## config.mk

```make
export PLATFORM = sky130hd
export DESIGN_NAME = fft_frame_sequencer_flat
export DESIGN_NICKNAME = d
export VERILOG_FILES = /design/src/rtl/fft_frame_sequencer_if.sv /design/src/rtl/fft_frame_sequencer.sv /design/src/flat_wrapper.sv
export SDC_FILE = /design/constraint.sdc
export NUM_CORES = 1
export LEC_CHECK = 0
export BUFFER_PORTS_ARGS = -buffer_cell sky130_fd_sc_hd__buf_4
export CAP_MARGIN = 15
export CORE_MARGIN = 2
export CORE_UTILIZATION = 50
export DETAILED_ROUTE_END_ITERATION = 16
export PLACE_DENSITY = 0.67
export SETUP_SLACK_MARGIN = 0.5
export SYNTH_ARGS = -nofsm -noshare
export SYNTH_HDL_FRONTEND = slang
export SYNTH_SLANG_ARGS = --single-unit
```

## constraint.sdc

```tcl
create_clock -name clk_in -period 5.3 [get_ports clk_in]
set_input_delay 1.06 -clock clk_in [delete_from_list [all_inputs] [get_ports clk_in]]
set_output_delay 1.06 -clock clk_in [all_outputs]
set_load 0.01 [all_outputs]
```

## src/rtl/fft_frame_sequencer_if.sv

```systemverilog
// Config and sample AXI-stream channels between the frame sequencer and the FFT core.
interface fft_frame_sequencer_if;
  logic [15:0] cfg_tdata_out;
  logic        cfg_tvalid_out;
  logic        cfg_tready_in;
  logic [31:0] data_tdata_out;
  logic        data_tvalid_out;
  logic        data_tlast_out;
  logic        data_tready_in;

  modport master (
    output cfg_tdata_out, cfg_tvalid_out,
    output data_tdata_out, data_tvalid_out, data_tlast_out,
    input  cfg_tready_in, data_tready_in
  );

  modport slave (
    input  cfg_tdata_out, cfg_tvalid_out,
    input  data_tdata_out, data_tvalid_out, data_tlast_out,
    output cfg_tready_in, data_tready_in
  );
endinterface

```

## src/rtl/fft_frame_sequencer.sv

```systemverilog
// Configures the FFT core once per run, buffers mic samples and streams them as whole
// FRAME_LEN frames, zero-padding the open frame when the run is stopped.
module fft_frame_sequencer #(
  parameter int          FRAME_LEN  = 512,
  parameter int          SAMPLE_W   = 8,
  parameter int          FIFO_DEPTH = 16,
  parameter logic [15:0] CFG_WORD   = 16'h0001
) (
  input  logic                  clk_in,
  input  logic                  rst_in,
  input  logic                  enable_in,
  input  logic [SAMPLE_W-1:0]   sample_in,
  input  logic                  sample_valid_in,
  fft_frame_sequencer_if.master fft,
  output logic                  frame_done_out,
  output logic                  overrun_out,
  output logic [15:0]           dropped_count_out,
  output logic                  busy_out
);
  localparam int CNT_W = $clog2(FRAME_LEN);
  localparam int PTR_W = $clog2(FIFO_DEPTH);
  localparam int MC_W  = PTR_W + 1;
  localparam int OCC_W = PTR_W + 2;
  localparam logic [CNT_W-1:0] LAST_IDX = CNT_W'(FRAME_LEN - 1);
  localparam logic [OCC_W-1:0] FULL_OCC = OCC_W'(FIFO_DEPTH);

  typedef enum logic [1:0] {IDLE, CONFIG, STREAM, DRAIN} state_t;

  state_t              state_q, state_d;
  logic [SAMPLE_W-1:0] mem_q [FIFO_DEPTH];
  logic [PTR_W-1:0]    wrPtr_q, wrPtr_d;
  logic [PTR_W-1:0]    rdPtr_q, rdPtr_d;
  logic [MC_W-1:0]     memCount_q, memCount_d;
  logic [SAMPLE_W-1:0] outData_q, outData_d;
  logic                outValid_q, outValid_d;
  logic [CNT_W-1:0]    sampleCnt_q, sampleCnt_d;
  logic                frameDone_q, frameDone_d;
  logic                overrun_q, overrun_d;
  logic [15:0]         dropped_q, dropped_d;

  logic                pop;
  logic                lastBeat;
  logic                outFree;
  logic                memEmpty;
  logic                memRead;
  logic                memWrite;
  logic                pushReq;
  logic                pushAccept;
  logic                drop;
  logic                padBeat;
  logic                drainDone;
  logic                occFull;
  logic [OCC_W-1:0]    occupancy;
  logic [CNT_W-1:0]    nextIdx;
  logic [15:0]         realPart;

  // The output register counts as one of the FIFO_DEPTH buffered entries.
  assign pop        = outValid_q & fft.data_tready_in;
  assign lastBeat   = outValid_q & (sampleCnt_q == LAST_IDX);
  assign outFree    = ~outValid_q | pop;
  assign memEmpty   = (memCount_q == '0);
  assign occupancy  = OCC_W'(memCount_q) + OCC_W'(outValid_q);
  assign occFull    = (occupancy == FULL_OCC);
  assign nextIdx    = pop ? sampleCnt_q + CNT_W'(1) : sampleCnt_q;
  assign pushReq    = (state_q == STREAM) & sample_valid_in;
  assign pushAccept = pushReq & (~occFull | pop);
  assign drop       = pushReq & ~pushAccept;
  assign memWrite   = pushAccept & ~(outFree & memEmpty);
  assign padBeat    = (state_q == DRAIN) & (nextIdx != '0);
  assign drainDone  = memEmpty & outFree & (nextIdx == '0) & ~pushAccept;

  always_ff @(posedge clk_in or negedge rst_in) begin
    if (!rst_in) begin
      state_q     <= IDLE;
      wrPtr_q     <= '0;
      rdPtr_q     <= '0;
      memCount_q  <= '0;
      outData_q   <= '0;
      outValid_q  <= 1'b0;
      sampleCnt_q <= '0;
      frameDone_q <= 1'b0;
      overrun_q   <= 1'b0;
      dropped_q   <= '0;
    end else begin
      state_q     <= state_d;
      wrPtr_q     <= wrPtr_d;
      rdPtr_q     <= rdPtr_d;
      memCount_q  <= memCount_d;
      outData_q   <= outData_d;
      outValid_q  <= outValid_d;
      sampleCnt_q <= sampleCnt_d;
      frameDone_q <= frameDone_d;
      overrun_q   <= overrun_d;
      dropped_q   <= dropped_d;
    end
  end

  always_ff @(posedge clk_in) begin
    if (memWrite) begin
      mem_q[wrPtr_q] <= sample_in;
    end
  end

  always_comb begin
    state_d = state_q;
    unique case (state_q)
      IDLE:   if (enable_in) state_d = CONFIG;
      CONFIG: if (fft.cfg_tready_in) state_d = enable_in ? STREAM : IDLE;
      STREAM: if (!enable_in) state_d = drainDone ? IDLE : DRAIN;
      DRAIN:  if (drainDone) state_d = IDLE;
      default: state_d = IDLE;
    endcase
  end

  // Refill the output register from the FIFO first, then bypass a fresh sample,
  // then pad with zeros while a stopped frame is still open.
  always_comb begin
    outValid_d = outValid_q;
    outData_d  = outData_q;
    rdPtr_d    = rdPtr_q;
    memRead    = 1'b0;
    if (outFree) begin
      if (!memEmpty) begin
        outValid_d = 1'b1;
        outData_d  = mem_q[rdPtr_q];
        rdPtr_d    = rdPtr_q + PTR_W'(1);
        memRead    = 1'b1;
      end else if (pushAccept) begin
        outValid_d = 1'b1;
        outData_d  = sample_in;
      end else if (padBeat) begin
        outValid_d = 1'b1;
        outData_d  = '0;
      end else begin
        outValid_d = 1'b0;
      end
    end
  end

  always_comb begin
    wrPtr_d     = memWrite ? wrPtr_q + PTR_W'(1) : wrPtr_q;
    memCount_d  = memCount_q + MC_W'(memWrite) - MC_W'(memRead);
    sampleCnt_d = pop ? sampleCnt_q + CNT_W'(1) : sampleCnt_q;
    frameDone_d = pop & lastBeat;
    overrun_d   = overrun_q | drop;
    dropped_d   = dropped_q;
    if (drop && dropped_q != 16'hFFFF) begin
      dropped_d = dropped_q + 16'd1;
    end
  end

  assign realPart = 16'(outData_q) << (16 - SAMPLE_W);

  assign fft.cfg_tdata_out   = CFG_WORD;
  assign fft.cfg_tvalid_out  = (state_q == CONFIG);
  assign fft.data_tdata_out  = {16'h0000, realPart};
  assign fft.data_tvalid_out = outValid_q;
  assign fft.data_tlast_out  = lastBeat;
  assign frame_done_out      = frameDone_q;
  assign overrun_out         = overrun_q;
  assign dropped_count_out   = dropped_q;
  assign busy_out            = (state_q != IDLE);
endmodule

```

## src/flat_wrapper.sv

```systemverilog
// flat-port wrapper written by rule: the top's interface ports become plain ports
module fft_frame_sequencer_flat 
#(
  parameter int          FRAME_LEN  = 512,
  parameter int          SAMPLE_W   = 8,
  parameter int          FIFO_DEPTH = 16,
  parameter logic [15:0] CFG_WORD   = 16'h0001
)
  (clk_in, rst_in, enable_in, sample_in, sample_valid_in, frame_done_out, overrun_out, dropped_count_out, busy_out, fft_cfg_tdata_out, fft_cfg_tvalid_out, fft_data_tdata_out, fft_data_tvalid_out, fft_data_tlast_out, fft_cfg_tready_in, fft_data_tready_in);
  fft_frame_sequencer_if fft_i ();
  input  logic clk_in;
  input  logic rst_in;
  input  logic enable_in;
  input  logic [SAMPLE_W-1:0] sample_in;
  input  logic sample_valid_in;
  output logic frame_done_out;
  output logic overrun_out;
  output logic [15:0] dropped_count_out;
  output logic busy_out;
  output wire logic [$bits(fft_i.cfg_tdata_out)-1:0] fft_cfg_tdata_out;
  output wire logic [$bits(fft_i.cfg_tvalid_out)-1:0] fft_cfg_tvalid_out;
  output wire logic [$bits(fft_i.data_tdata_out)-1:0] fft_data_tdata_out;
  output wire logic [$bits(fft_i.data_tvalid_out)-1:0] fft_data_tvalid_out;
  output wire logic [$bits(fft_i.data_tlast_out)-1:0] fft_data_tlast_out;
  input wire logic [$bits(fft_i.cfg_tready_in)-1:0] fft_cfg_tready_in;
  input wire logic [$bits(fft_i.data_tready_in)-1:0] fft_data_tready_in;
  assign fft_cfg_tdata_out = fft_i.cfg_tdata_out;
  assign fft_cfg_tvalid_out = fft_i.cfg_tvalid_out;
  assign fft_data_tdata_out = fft_i.data_tdata_out;
  assign fft_data_tvalid_out = fft_i.data_tvalid_out;
  assign fft_data_tlast_out = fft_i.data_tlast_out;
  assign fft_i.cfg_tready_in = fft_cfg_tready_in;
  assign fft_i.data_tready_in = fft_data_tready_in;
  fft_frame_sequencer #(.FRAME_LEN(FRAME_LEN), .SAMPLE_W(SAMPLE_W), .FIFO_DEPTH(FIFO_DEPTH), .CFG_WORD(CFG_WORD)) u_core (.clk_in(clk_in), .rst_in(rst_in), .enable_in(enable_in), .sample_in(sample_in), .sample_valid_in(sample_valid_in), .fft(fft_i), .frame_done_out(frame_done_out), .overrun_out(overrun_out), .dropped_count_out(dropped_count_out), .busy_out(busy_out));
endmodule
```

# Word-level counts from Yosys, hierarchy flattened
# Memories as Yosys holds them, arrays and structs flattened.
# Index checks and enable logic that the tools add are counted.
# word_totals
regBits	51
ram_bits	128
input_bits	14
out_inout_bits	70
wordCells	75
mem_count	1
# memory_table
name	words	word_bits	rd	rd_clocked_by_memory_dff	wr	line_no	text
u_core.mem_q	16	8	1	0	1	fft_frame_sequencer.sv:30	logic [SAMPLE_W-1:0] mem_q [FIFO_DEPTH];
# classes
n_addsub	7
n_eq_ne	11
n_mux	18
bitwise	19
n_reduce_logical	9
# ops
op	count
$mux 8	3
$add 16x1->16 const B	1
$ne 16x16->1 const B	1
$mux 2	6
$and 1x1->1	11
$add 9x1->9 const B	1
$eq 9x9->1 const B	1
$logic_not 9->1	1
$mux 9	1
$reduce_bool 9->1	1
$add 4x1->4 const B	2
$pmux 2 s4	1
$mux 1	7
$add 5x1->6	1
$eq 6x5->1 const B	1
$add 5x1->5	1
$logic_not 5->1	1
$not 1->1	5
$sub 5x1->5	1
$eq 2x2->1 const B	2
$ne 2x1->1 const B	2
$ne 2x2->1 const B	2
$reduce_and 2->1	2
$reduce_and 4->1	1
other kinds (6)	8

# Longest topological paths before layout
# Gate-level depths: netlist (run 1).
# logic_depth
depth_word	10
depth_mapped	16
depth_no_buf	15

# Worst setup path after synthesis (run 1)
# Ideal clock, no wire load.
# synth_path
kind	in2reg
startpoint	in fft_data_tready_in
endpoint	reg u_core.memCount_q[4]
setup_time_ps	79
arrival_ps	3293
required_ps	5221
setup_slack_ps	1928
stages	15
path_cell_list	and2_1 buf_6 or4_4 o31a_1 buf_4 nand2b_4 inv_2 ha_1 inv_1 fa_1 inv_1 a21oi_1 nor2_1 nor2_1 xor2_1
# synth_via
elab_chain_len	7
elab_cells_between_ends	10
classes_between	add/sub: 2; mux: 1; bitwise: 7
# synth_rtl
element	line_no	text
start: declaration	flat_wrapper.sv:26	input wire logic [$bits(fft_i.data_tready_in)-1:0] fft_data_tready_in;
$and 1x1->1 (*)	fft_frame_sequencer.sv:58	assign pop = outValid_q & fft.data_tready_in;
$or 1x1->1	fft_frame_sequencer.sv:60	assign outFree = ~outValid_q | pop;
$and 1x1->1	fft_frame_sequencer.sv:68	assign memWrite = pushAccept & ~(outFree & memEmpty);
$not 1->1	fft_frame_sequencer.sv:68	
$and 1x1->1	fft_frame_sequencer.sv:68	
$add 5x1->5	fft_frame_sequencer.sv:142	memCount_d = memCount_q + MC_W'(memWrite) - MC_W'(memRead);
$sub 5x1->5 (*)	fft_frame_sequencer.sv:142	
net u_core.memCount_d[4]	fft_frame_sequencer.sv:33	logic [MC_W-1:0] memCount_q, memCount_d;
end signal: assignment	fft_frame_sequencer.sv:88	memCount_q <= memCount_d;
end: declaration	fft_frame_sequencer.sv:33	
# Mark *: on every way through the listed nets, which the timed path passes. The rest lies on a longest branch.
# A chain may end at the register's enable or synchronous reset.

# Worst setup path after layout (run 1)
# layout_path
startpoint	reg u_core.outValid_q (netlist: u_core.fft.data_tvalid_out)
endpoint	reg u_core.memCount_q[4]
# layout_via
elab_chain_len	8
elab_cells_between_ends	14
classes_between	add/sub: 3; eq/ne: 1; mux: 1; bitwise: 9
# layout_rtl
element	line_no	text
start: declaration	fft_frame_sequencer.sv:35	logic outValid_q, outValid_d;
start signal: assignment	fft_frame_sequencer.sv:90	outValid_q <= outValid_d;
$add 5x1->6	fft_frame_sequencer.sv:62	assign occupancy = OCC_W'(memCount_q) + OCC_W'(outValid_q);
$eq 6x5->1	fft_frame_sequencer.sv:63	assign occFull = (occupancy == FULL_OCC);
$not 1->1	fft_frame_sequencer.sv:66	assign pushAccept = pushReq & (~occFull | pop);
$or 1x1->1	fft_frame_sequencer.sv:66	
$and 1x1->1	fft_frame_sequencer.sv:66	
$and 1x1->1	fft_frame_sequencer.sv:68	
$add 5x1->5	fft_frame_sequencer.sv:142	
$sub 5x1->5 (*)	fft_frame_sequencer.sv:142	
net u_core.memCount_d[4]	fft_frame_sequencer.sv:33	
# Marks and branches as above.

==> results by group, run 1 <==
Status
  – Outcome: complete, no violations

Global routing
  – Tot GR Track Use: 18.3%
  – Pin count of the biggest net entering global routing: 52
  – Antenna violations before repair: 0
  – First-pass GRT wire length: 22,900 µm
  – Via count of the first global-routing pass: 4,135
  – Sum of overflow across all layers after global routing: 0

CTS
  – Clock latency reported for the late side of the worst-skew pair: 0.43 ns
  – Maximum number of buffers from clock root to sink: 2
  – TritonCTS clock tree: built
  – Total clock buffers created by CTS: 17
  – Post-CTS sizing: 0
  – Number of sinks handled by clock tree synthesis: 179
  – Cell chosen for the clock root: sky130_fd_sc_hd__clkbuf_16
  – Htree depth: 4
  – Post-CTS Repair Setup Buffers: 0
  – Clock transition at the registers of the reported paths: 0.06 ns
  – CTS hold repair buffers: 0

Synth
  – Post-synthesis cell area: 8070 µm²
  – Proportion of synthesized flip-flops having asynchronous set or reset: 28.5%
  – Most used flip-flop cell after synthesis: sky130_fd_sc_hd__edfxtp_1
  – Seq/Total Area, Yosys: 63.5%
  – Register bit count reported by yosys: 179
  – Avg Inst Size Synth: 15.3 µm²
  – Unique cell type count in the Yosys netlist: 57
  – Synth Warn #: 0
  – Number of enable-type register cells in the synthesized netlist: 128
  – Mapped Cells: 528

Floorplan
  – Initial core utilization: 51.0%
  – Floorplan core area: 15,800 µm²
  – Area of the die: 17,200 µm²
  – Boundary Pins: 84
  – Die Width: 131 µm
  – Number of rows created at floorplan: 46
  – Die Y: 131 µm

Worst hold path
  – Hold Crit Class: flip-flop to flip-flop

Worst setup path
  – Critical path's most frequent cell: sky130_fd_sc_hd__ha_1
  – Cell depth of the worst setup path: 14
  – Reg-to-reg setup timing slack: 1.99 ns
  – CP Capture Point: u_core.memCount_q[4]
  – RR Startpoint: u_core.fft.data_tvalid_out
  – Worst stage delay on the critical path: 0.57 ns
  – CP max stage cell: sky130_fd_sc_hd__or4_4
  – CP max FO: 9
  – CP Class: flip-flop to flip-flop
  – Crit path cell chain: ha_1 -> ha_1 -> or4_4 -> o31a_1 -> nand2b_4 -> inv_2 -> ha_1 -> inv_1 -> fa_1 -> inv_1 -> a21oi_1 -> nor2_1 -> nor2_1 -> xor2_1
  – WP data arrival: 3.67 ns
  – Cell family contributing the most delay on the critical path: adder cells
  – Launching element type of the critical path: flip-flop
  – Number of cells traversed by the worst register-to-register path: 14
  – Start point of the critical path: u_core.fft.data_tvalid_out
  – Buffers & Inverters on Critical Path: 3
  – Data required time of the critical path: 5.66 ns
  – Terminus of the critical flop-to-flop path: u_core.memCount_q[4]
  – Endpoint kind of the worst setup timing path: flip-flop

Timing
  – Maximum clock frequency: 0.302 GHz
  – Max-slew headroom at the worst pin: 43.3%
  – Total setup violations reported at the end of the flow: 0
  – Final count of hold timing violations: 0
  – Setup repair after global routing missed its margin: false
  – Clock period minus worst slack: 3.31 ns
  – Worst setup skew after layout: 0.0156 ns
  – Final max-slew violation count: 0
  – Total Neg Setup Slack: 0 ns
  – Final Cycle Share: 62.4%
  – Transition time at the pin with the least slew margin: 0.851 ns
  – Worst hold slack: 0.490 ns

Routing
  – Count of vias placed by the detailed router: 4,202
  – # DRC: 0
  – Per-cell routed wire length: 18.5 µm
  – Via-per-instance ratio: 5.26
  – Remaining antenna violation count: 0
  – First DRT Iteration DRCs: 385
  – Overall routed net length: 14,700 µm
  – Router iterations before antenna repair: 5

Place
  – HPWL after detailed placement: 9480 µm
  – Number of placed cells counting well taps: 767
  – Number of port buffers: 43
  – Final weighted congestion in routability-driven placement: 0.830

Power and ir drop
  – Total power: 4.36 mW
  – Total power per unit cell area: 483 nW/µm²
  – Max VDD drop: 0.296 mV
  – Leakage Power: 3.48 nW

Flow run
  – Total of max-cap violations: 0

Finish
  – Count of non-filler cells in the finished layout: 799
  – Share of final-layout standard cells stronger than drive strength 1: 23.0%
  – Filler cell count in the final layout: 1,223
  – Area occupied by multi-input gates: 2600 µm²
  – Total number of nets in the final design: 604
  – Total area of sequential cells: 5120 µm²
  – Diode insertion count for antenna repair: 0
  – Area delta synth->final: 12.0%
[flip-flops by register name (all words and copies together) (netlist names)]
name                        count
u_core.dropped_count_out       16
u_core.fft.data_tvalid_out      1
u_core.frame_done_out           1
u_core.memCount_q               5
u_core.mem_q                  128
u_core.outData_q                8
u_core.overrun_out              1
u_core.rdPtr_q                  4
u_core.sampleCnt_q              9
u_core.state_q                  2
u_core.wrPtr_q                  4
[cells in the mapped netlist (all sizes together), types with 4 or more instances]
| cell type | count | area, µm² |
|---|---|---|
| mux2i | 9 | 90.1 |
| nand4 | 10 | 77.6 |
| and2 | 22 | 139 |
| o21ai | 4 | 20.0 |
| a22oi | 16 | 120 |
| a21oi | 16 | 91.3 |
| dfrtp | 51 | 1280 |
| mux2 | 5 | 56.3 |
| nor2b | 6 | 37.5 |
| inv | 24 | 90.1 |
| mux4 | 32 | 721 |
| ha | 19 | 238 |
| nand2 | 15 | 56.3 |
| a31oi | 9 | 56.3 |
| nor2 | 20 | 75.1 |
| xnor2 | 15 | 139 |
| nand3 | 13 | 65.1 |
| edfxtp | 128 | 3840 |
| and3 | 7 | 51.3 |
| clkbuf | 10 | 37.5 |
| xor2 | 17 | 149 |
| buf | 50 | 364 |
[cell usage in the layout (no fill, tap or decap), drive strengths merged, types with 2 or more instances in the layout]
| cell type | Yosys | layout |
|---|---|---|
| edfxtp | 128 | 128 |
| dfrtp | 51 | 51 |
| buf | 50 | 45 |
| conb | 2 | 40 |
| mux4 | 32 | 32 |
| inv | 24 | 29 |
| and2 | 22 | 22 |
| nor2 | 20 | 20 |
| clkbuf | 10 | 20 |
| ha | 19 | 19 |
| xor2 | 17 | 17 |
| a22oi | 16 | 16 |
| a21oi | 16 | 16 |
| nand2 | 15 | 15 |
| xnor2 | 15 | 15 |
| nand3 | 13 | 13 |
| nand4 | 10 | 10 |
| a31oi | 9 | 9 |
| mux2i | 9 | 9 |
| and3 | 7 | 7 |
| nor2b | 6 | 6 |
| mux2 | 5 | 5 |
| o21ai | 4 | 4 |
| clkinv | 0 | 4 |
| bufinv | 0 | 3 |
| nor3 | 3 | 3 |
| or2 | 2 | 2 |
| nor3b | 2 | 2 |
| a31o | 2 | 2 |
| nor4b | 2 | 2 |
| and4 | 2 | 2 |
| o31ai | 2 | 2 |
[cell type report]
type,instances,area share (%)
clock inverters,12,1.90
flip-flops and latches,179,56.7
inverters,24,0.997
well taps,216,2.99
repair buffers,45,3.74
multi-input cells,303,28.8
clock buffers,20,4.94
[stage by stage]
stage               utilization [%]  cell area (µm²)  setup WS (ns)
CTS                            57.1             9040           2.00
floorplan                         -             8210           1.93
global placement               53.2             8420           1.64
finish                         57.1             9040           1.99
detailed placement             53.2             8420           1.61
global route                   57.1             9040           1.78
[routing by layer]
metal | global-route usage [%] | part of all wire [%]
met1 | 26.3 | 45
met4 | 6.57 | 1.2
met3 | 3.83 | 4.7
met2 | 28.2 | 49
met5 | 0 | 0
[worst min path at each step]
stage	start	endpoint	slack [ns]	cells past startpoint
after detailed placement	u_core.overrun_out	u_core.overrun_out	0.46	1
after global routing	u_core.overrun_out	u_core.overrun_out	0.49	1
after CTS	u_core.overrun_out	u_core.overrun_out	0.49	1
after floorplan	u_core.rdPtr_q[3]	u_core.rdPtr_q[3]	0.49	1
after global placement	u_core.overrun_out	u_core.overrun_out	0.46	1
final	u_core.dropped_count_out[13]	u_core.dropped_count_out[13]	0.49	1
[report_power, final]
part	total, mW	switching [mW]	leakage (nW)	internal (mW)
logic	1.21	0.619	1.39	0.596
clock network	1.30	0.538	0.302	0.767
registers	1.84	0.199	1.79	1.64
total	4.36	1.36	3.48	3.01
[worst reg2reg max path: stages (launching register included)]
cell and delay, ns:
sky130_fd_sc_hd__dfrtp_1 0.46, sky130_fd_sc_hd__ha_1 0.27, sky130_fd_sc_hd__ha_1 0.29, sky130_fd_sc_hd__or4_4 0.57, sky130_fd_sc_hd__o31a_1 0.45, sky130_fd_sc_hd__nand2b_4 0.15, sky130_fd_sc_hd__inv_2 0.08, sky130_fd_sc_hd__ha_1 0.19
sky130_fd_sc_hd__inv_1 0.07, sky130_fd_sc_hd__fa_1 0.20, sky130_fd_sc_hd__inv_1 0.05, sky130_fd_sc_hd__a21oi_1 0.14, sky130_fd_sc_hd__nor2_1 0.06, sky130_fd_sc_hd__nor2_1 0.10, sky130_fd_sc_hd__xor2_1 0.16
[logic make-up (layout without fill, tap and decap cells)]
family	count (synthesis)	count (layout)	share of synthesized area (%)
multiplexers	46	46	10.7
AND/OR/NAND/NOR	109	109	8.14
flip-flops	179	179	63.5
buffers and inverters	84	101	6.09
XOR/XNOR	32	32	3.57
other	2	40	0.0931
AO/OA/AOI/OAI	56	56	4.71
adder cells (fa/ha/maj)	20	20	3.19
No activity file was read; power rests on OpenSTA's default activity.
==> run 2, diff against run 1 <==
ABC_AREA = 1   (was not set)
PLACE_DENSITY = 0.7   (was 0.67)
clock period = 2.96 ns   (was 5.3 ns; I/O delays follow)
==> results by group, run 2 <==
Routing
  – First DRT Iteration DRCs: 450 (+17%)
  – # DRC: 0 (unchanged)
  – Via-per-instance ratio: 5.22 (-0.74%)
  – Overall routed net length: 18,100 µm (+23%)
  – Count of vias placed by the detailed router: 5,878 (+40%)
  – Per-cell routed wire length: 16.1 µm (-13%)
  – Remaining antenna violation count: 0 (unchanged)
  – Router iterations before antenna repair: 5 (unchanged)

Synth
  – Seq/Total Area, Yosys: 60.9% (-2.6 points)
  – Mapped Cells: 818 (+55%)
  – Most used flip-flop cell after synthesis: sky130_fd_sc_hd__edfxtp_1
  – Unique cell type count in the Yosys netlist: 36 (-37%)
  – Largest area contributor in the synthesized netlist: sky130_fd_sc_hd__edfxtp_1
  – Avg Inst Size Synth: 10.3 µm² (-33%)
  – Number of enable-type register cells in the synthesized netlist: 128 (unchanged)
  – Post-synthesis cell area: 8410 µm² (+4.3%)
  – Fraction of synthesized cell area taken by the top area cell type: 45.7% (-1.9 points)
  – List of most frequent post-synthesis cells: sky130_fd_sc_hd__nor2_1, sky130_fd_sc_hd__nand2_1, sky130_fd_sc_hd__edfxtp_1
  – Leading cell types by total area after synthesis: sky130_fd_sc_hd__edfxtp_1, sky130_fd_sc_hd__dfrtp_1, sky130_fd_sc_hd__nor2_1
  – Register bit count reported by yosys: 179 (unchanged)
  – Synth Warn #: 0 (unchanged)
  – Top-count cell post-synth: sky130_fd_sc_hd__nor2_1
  – Proportion of synthesized flip-flops having asynchronous set or reset: 28.5% (unchanged)

Timing
  – Setup repair after global routing missed its margin: true
  – Maximum clock frequency: 0.413 GHz
  – Worst setup skew after layout: 0.00745 ns (-0.00812 ns)
  – Clock period minus worst slack: 2.42 ns
  – Final max-slew violation count: 0 (unchanged)
  – Final Cycle Share: 81.8%
  – Transition time at the pin with the least slew margin: 0.670 ns (-0.181 ns)
  – Total setup violations reported at the end of the flow: 0 (unchanged)
  – Max-slew headroom at the worst pin: 55.3% (+12 points)
  – Final count of hold timing violations: 0 (unchanged)
  – Total Neg Setup Slack: 0 ns (unchanged)
  – Min setup slack post-route: 0.538 ns (-1.45 ns)

Worst setup path
  – CP Class: flip-flop to output port
  – CP max FO: 3 (-6)
  – WP data arrival: 1.83 ns (-1.84 ns)
  – CP max stage cell: sky130_fd_sc_hd__dfrtp_1
  – Worst stage delay on the critical path: 0.43 ns (-0.14 ns)
  – Endpoint kind of the worst setup timing path: output port
  – Data required time of the critical path: 2.37 ns (-3.29 ns)
  – Crit path cell chain: ha_4 -> nand3_4 -> nor4_4 -> ha_2 -> nand2_2 -> inv_2 -> buf_6
  – Launching element type of the critical path: flip-flop

Floorplan
  – Die Width: 134 µm (+2.0%)
  – Area of the die: 17,900 µm² (+4.1%)
  – Boundary Pins: 84 (unchanged)
  – Floorplan core area: 16,500 µm² (+4.4%)
  – Number of rows created at floorplan: 47 (+2.2%)
  – Die Y: 134 µm (+2.0%)
  – Initial core utilization: 50.9% (-0.068 points)

Power and ir drop
  – Leakage Power: 4.04 nW (+16%)
  – Total power: 8.85 mW (+100%)
  – Total power per unit cell area: 901 nW/µm² (+87%)
  – Max VDD drop: 0.474 mV (+60%)

CTS
  – Cell chosen for the clock root: sky130_fd_sc_hd__clkbuf_16
  – Number of sinks handled by clock tree synthesis: 179 (unchanged)
  – TritonCTS clock tree: built
  – Clock latency reported for the late side of the worst-skew pair: 0.43 ns (about the same)
  – Clock transition at the registers of the reported paths: 0.07 ns (about the same)
  – CTS hold repair buffers: 0 (unchanged)
  – Total clock buffers created by CTS: 17 (unchanged)
  – Maximum number of buffers from clock root to sink: 2 (unchanged)
  – Htree depth: 4 (unchanged)

Status
  – Outcome: complete, no violations

Global routing
  – Sum of overflow across all layers after global routing: 0 (unchanged)
  – Antenna violations before repair: 0 (unchanged)
  – Via count of the first global-routing pass: 5,596 (+35%)
  – Pin count of the biggest net entering global routing: 67 (+29%)
  – First-pass GRT wire length: 28,800 µm (+26%)
  – Tot GR Track Use: 21.0% (+2.7 points)

Place
  – HPWL after detailed placement: 11,400 µm (+21%)
  – Final weighted congestion in routability-driven placement: 0.855 (+3.0%)
  – Post-place setup slack: 0.328 ns (-1.28 ns)
  – Number of port buffers: 43 (unchanged)

Worst hold path
  – Hold Crit Class: input port to asynchronous set/reset pin

Finish
  – Area occupied by multi-input gates: 2900 µm² (+12%)
  – Area delta synth->final: 16.8%
  – Highest-count cells in the layout ignoring fill and taps: sky130_fd_sc_hd__nor2_1, sky130_fd_sc_hd__edfxtp_1, sky130_fd_sc_hd__nand2_1, sky130_fd_sc_hd__buf_4, sky130_fd_sc_hd__o21ai_0
  – Filler cell count in the final layout: 1,390 (+14%)
  – Total number of nets in the final design: 927 (+53%)
  – Share of final-layout standard cells stronger than drive strength 1: 17.8% (-5.2 points)
  – Total area of sequential cells: 5120 µm² (about the same)
  – Register containing the most flip-flops in the final layout: u_core.mem_q
  – Max FFs per register: 128 (unchanged)
  – Most common cell after layout, fill and taps aside: sky130_fd_sc_hd__nor2_1
  – Diode insertion count for antenna repair: 0 (unchanged)

Flow run
  – Total of max-cap violations: 0 (unchanged)
## run 2: worst paths after layout
kind | startpoint | end | slack (ns) | depth (start not counted)
worst min register to register | u_core.overrun_out | u_core.overrun_out | 0.47 | 1
worst max-delay path | u_core.sampleCnt_q[1] | fft_data_tlast_out | 0.54 | 7
worst min-delay path | rst_in | u_core.dropped_count_out[13] | 0.18 | 1
min in group clk_in | u_core.overrun_out | u_core.overrun_out | 0.47 | 1
worst max register to register | u_core.fft.data_tvalid_out | u_core.memCount_q[4] | 0.57 | 16
max in group asynchronous | rst_in | u_core.rdPtr_q[1] | 2.28 | 1
## run 2: cells by family after synthesis
group | after synthesis | synth area share (%)
other | 2 | 0.0893
buffers and inverters | 132 | 8.03
adder cells (fa/ha/maj) | 20 | 3.06
XOR/XNOR | 23 | 2.39
AO/OA/AOI/OAI | 113 | 7.78
AND/OR/NAND/NOR | 349 | 17.8
flip-flops | 179 | 60.9
## run 2: stage by stage
stage	hold slack [ns]	area [µm²]	util, %	instances
3_5_place_dp	0.458	8950	54.2	1076
3_3_place_gp	0.459	8950	54.2	1076
2_1_floorplan	0.296	8570	-	856
6_report	0.185	9820	59.4	1126
4_1_cts	0.206	9680	58.6	1118
5_1_grt	0.236	9820	59.4	1126
## run 2: where the power goes
| part | total [mW] | internal, mW | switching (mW) |
|---|---|---|---|
| registers | 3.24 | 2.98 | 0.256 |
| clock network | 2.32 | 1.29 | 1.03 |
| logic | 3.28 | 1.20 | 2.08 |
## run 2: repair_timing
action	in CTS	in global routing
setup buffers	10	6
pin swaps	6	11
gates cloned	0	2
endpoints found under the setup margin	2	27
gates resized for setup	10	17
## run 2: critical path, delay by kind of cell, from the launching register on
family	cells	cell delay, ns
DFF	1	0.43
and+or+nand+nor	3	0.42
adders and majority gates	2	0.40
buffers and inverters	2	0.15
## run 2: area by class of cell
| type | count | area share [%] |
|---|---|---|
| Clock buffer | 18 | 4.37 |
| Clock inverter | 14 | 1.94 |
| Inverter | 64 | 2.50 |
| Multi-Input combinational cell | 547 | 29.5 |
| Sequential cell | 179 | 52.2 |
| Tap cell | 220 | 2.80 |
| Timing Repair Buffer | 84 | 6.71 |
## run 2: routing by layer
metal / global-route usage, % / vias to the layer above / share of wire [%]
li1: - / 2836 / -
met2: 33.3 / 175 / 49
met5: 0 / - / 0
met3: 4.95 / 31 / 5.4
met4: 8.87 / 0 / 2.5
met1: 28.1 / 2836 / 43
==> run 3, diff against run 2 <==
ABC_AREA = 0   (was 1)
PLACE_DENSITY = 0.67   (was 0.7)
clock period = 2.3 ns   (was 2.96 ns; I/O delays follow)
==> results by group, run 3 (synthesis gave the netlist of run 1 again) <==
Status
  – Outcome: finished with violations
  – Violated checks: setup timing

Routing
  – Via-per-instance ratio: 5.44 (+4.1%)
  – Per-cell routed wire length: 18.8 µm (+17%)
  – Overall routed net length: 16,100 µm (-11%)
  – First DRT Iteration DRCs: 352 (-22%)
  – Remaining antenna violation count: 0 (unchanged)
  – # DRC: 0 (unchanged)
  – Router iterations before antenna repair: 5 (unchanged)
  – Count of vias placed by the detailed router: 4,658 (-21%)

Timing
  – Total setup violations reported at the end of the flow: 164 (+164)
  – Setup repair after global routing missed its margin: true
  – Worst hold slack: 0.0495 ns (-0.135 ns)
  – Min setup slack post-route: -0.425 ns (-0.962 ns)
  – Total Neg Setup Slack: -32.41 ns (-32.41 ns)
  – Final max-slew violation count: 0 (unchanged)
  – Final count of hold timing violations: 0 (unchanged)
  – Maximum clock frequency: 0.367 GHz
  – Worst setup skew after layout: 0.00754 ns (+0.0000895 ns)
  – Max-slew headroom at the worst pin: 55.1% (-0.26 points)
  – Clock period minus worst slack: 2.72 ns
  – Final Cycle Share: 118%
  – Transition time at the pin with the least slew margin: 0.674 ns (+0.00388 ns)

Finish
  – Max FFs per register: 128 (unchanged)
  – Area delta synth->final: 22.9%
  – Highest-count cells in the layout ignoring fill and taps: sky130_fd_sc_hd__edfxtp_1, sky130_fd_sc_hd__buf_4, sky130_fd_sc_hd__dfrtp_1, sky130_fd_sc_hd__conb_1, sky130_fd_sc_hd__mux4_2
  – Register containing the most flip-flops in the final layout: u_core.mem_q
  – Total number of nets in the final design: 662 (-29%)
  – Summed area of non-filler cells in the final layout: 9920 µm² (+0.98%)
  – Share of final-layout standard cells stronger than drive strength 1: 39.0% (+21 points)
  – Diode insertion count for antenna repair: 0 (unchanged)
  – Most common cell after layout, fill and taps aside: sky130_fd_sc_hd__edfxtp_1

CTS
  – Maximum number of buffers from clock root to sink: 2 (unchanged)
  – Clock transition at the registers of the reported paths: 0.07 ns (about the same)
  – TritonCTS clock tree: built
  – Number of sinks handled by clock tree synthesis: 179 (unchanged)
  – Htree depth: 4 (unchanged)
  – CTS hold repair buffers: 0 (unchanged)
  – Clock latency reported for the late side of the worst-skew pair: 0.43 ns (about the same)
  – Total clock buffers created by CTS: 17 (unchanged)
  – Cell chosen for the clock root: sky130_fd_sc_hd__clkbuf_16

Floorplan
  – Area of the die: 17,200 µm² (-4.0%)
  – Floorplan core area: 15,800 µm² (-4.2%)
  – Initial core utilization: 51.0% (+0.068 points)
  – Die Width: 131 µm (-2.0%)
  – Boundary Pins: 84 (unchanged)
  – Die Y: 131 µm (-2.0%)
  – Number of rows created at floorplan: 46 (-2.1%)

Worst setup path
  – Worst stage delay on the critical path: 0.42 ns (about the same)
  – Crit path cell chain: ha_4 -> ha_4 -> xor2_1 -> or4_4 -> o31a_1 -> nand2b_4 -> inv_4 -> ha_4 -> inv_2 -> fa_2 -> inv_1 -> a21oi_2 -> nor2_1 -> nor2_1 -> xor2_1
  – CP max stage cell: sky130_fd_sc_hd__dfrtp_2
  – Endpoint kind of the worst setup timing path: flip-flop
  – CP max FO: 2 (-1)
  – CP Class: flip-flop to flip-flop
  – Launching element type of the critical path: flip-flop
  – Reg-to-reg setup timing slack: -0.42 ns (-0.99 ns)
  – Number of cells traversed by the worst register-to-register path: 15 (-1)
  – Critical path's most frequent cell: sky130_fd_sc_hd__ha_4
  – Terminus of the critical flop-to-flop path: u_core.memCount_q[4]
  – WP data arrival: 3.08 ns (+1.25 ns)
  – Data required time of the critical path: 2.65 ns (+0.28 ns)
  – RR Startpoint: u_core.memCount_q[0]

Global routing
  – Sum of overflow across all layers after global routing: 0 (unchanged)
  – Via count of the first global-routing pass: 4,479 (-20%)
  – Tot GR Track Use: 20.1% (-0.97 points)
  – Antenna violations before repair: 0 (unchanged)
  – First-pass GRT wire length: 25,000 µm (-13%)
  – Pin count of the biggest net entering global routing: 52 (-22%)

Place
  – Placement-stage cell area: 8900 µm² (-0.59%)
  – Post-place setup slack: -0.479 ns (-0.807 ns)
  – Final weighted congestion in routability-driven placement: 0.870 (+1.7%)
  – HPWL after detailed placement: 10,600 µm (-7.1%)
  – Number of port buffers: 43 (unchanged)

Power and ir drop
  – Total power per unit cell area: 1130 nW/µm² (+26%)
  – Leakage Power: 3.89 nW (-3.9%)
  – Max VDD drop: 0.662 mV (+40%)
  – Clk network pwr share: 28.3% (+2.0 points)
  – Power dissipated by switching net loads: 3.48 mW (+3.2%)
  – Switching share of power: 31.0% (-7.1 points)
  – Gate power share: 35.6% (-1.5 points)
  – Part of the total power dissipated in sequential elements: 36.1% (-0.5 points)
  – Internal: 7.74 mW (+41%)

Flow run
  – Total of max-cap violations: 0 (unchanged)

Worst hold path
  – Hold Crit Class: input port to asynchronous set/reset pin
==> run 3: routing by layer <==
metal	global-route usage, %	up-vias	wire length, µm
li1	-	2106	-
met1	27.8	2352	6880
met2	31.7	171	8000
met3	4.44	29	864
met4	7.13	0	352
met5	0	-	0
==> run 3: power groups by stage <==
| stage | clock [mW] | combinational (mW) | sequential, mW |
|---|---|---|---|
| after global routing | 3.36 | 4.35 | 4.09 |
| after CTS | 3.23 | 3.91 | 4.06 |
| after global placement | 0 | 3.58 | 4.09 |
| final | 3.17 | 3.99 | 4.05 |
| after floorplan | 0 | 2.34 | 4.14 |
| after detailed placement | 0 | 3.66 | 4.11 |
==> run 3: worst max path at each step <==
| stage | startpoint | endpoint | slack, ns | cells after the start |
|---|---|---|---|---|
| 2_1_floorplan | u_core.fft.data_tvalid_out | u_core.memCount_q[4] | -0.52 | 16 |
| 3_3_place_gp | u_core.memCount_q[0] | u_core.memCount_q[4] | -0.42 | 15 |
| 3_5_place_dp | u_core.memCount_q[0] | u_core.memCount_q[4] | -0.48 | 15 |
| 4_1_cts | u_core.fft.data_tvalid_out | u_core.memCount_q[4] | -0.42 | 15 |
| 5_1_grt | u_core.fft.data_tvalid_out | u_core.memCount_q[4] | -0.56 | 15 |
| 6_report | u_core.memCount_q[0] | u_core.memCount_q[4] | -0.42 | 15 |
==> run 3: critical path: cells and delay by family (launching register included) <==
family / cells / cell delay (ns)
compound gates: 2 / 0.41
xor+xnor: 2 / 0.31
fa+ha+maj: 4 / 0.67
buf+inv: 3 / 0.14
flops: 1 / 0.42
simple gates: 4 / 0.70
==> run 3: repair_timing <==
item	4_1_cts	5_1_grt
resized for setup	43	14
hold endpoints to repair	0	0
setup buffers	12	7
pin swaps	21	12
endpoints found under the setup margin	168	168
==> run 3: layout make-up <==
| cell class | instances | area (µm²) |
|---|---|---|
| Timing Repair Buffer | 103 | 881 |
| Sequential cell | 179 | 5120 |
| Fill cell | 1164 | 5910 |
| Inverter | 24 | 92.6 |
| Tap cell | 216 | 270 |
| Multi-Input combinational cell | 303 | 2900 |
| Clock inverter | 15 | 225 |
| Clock buffer | 17 | 425 |
==> run 3: through the flow <==
| step | power [mW] | instances | utilization (%) |
|---|---|---|---|
| global placement | 7.67 | 806 | 56.2 |
| floorplan | 6.48 | 566 | - |
| global route | 11.8 | 857 | 62.7 |
| finish | 11.2 | 857 | 62.7 |
| detailed placement | 7.77 | 806 | 56.2 |
| CTS | 11.2 | 850 | 62.0 |
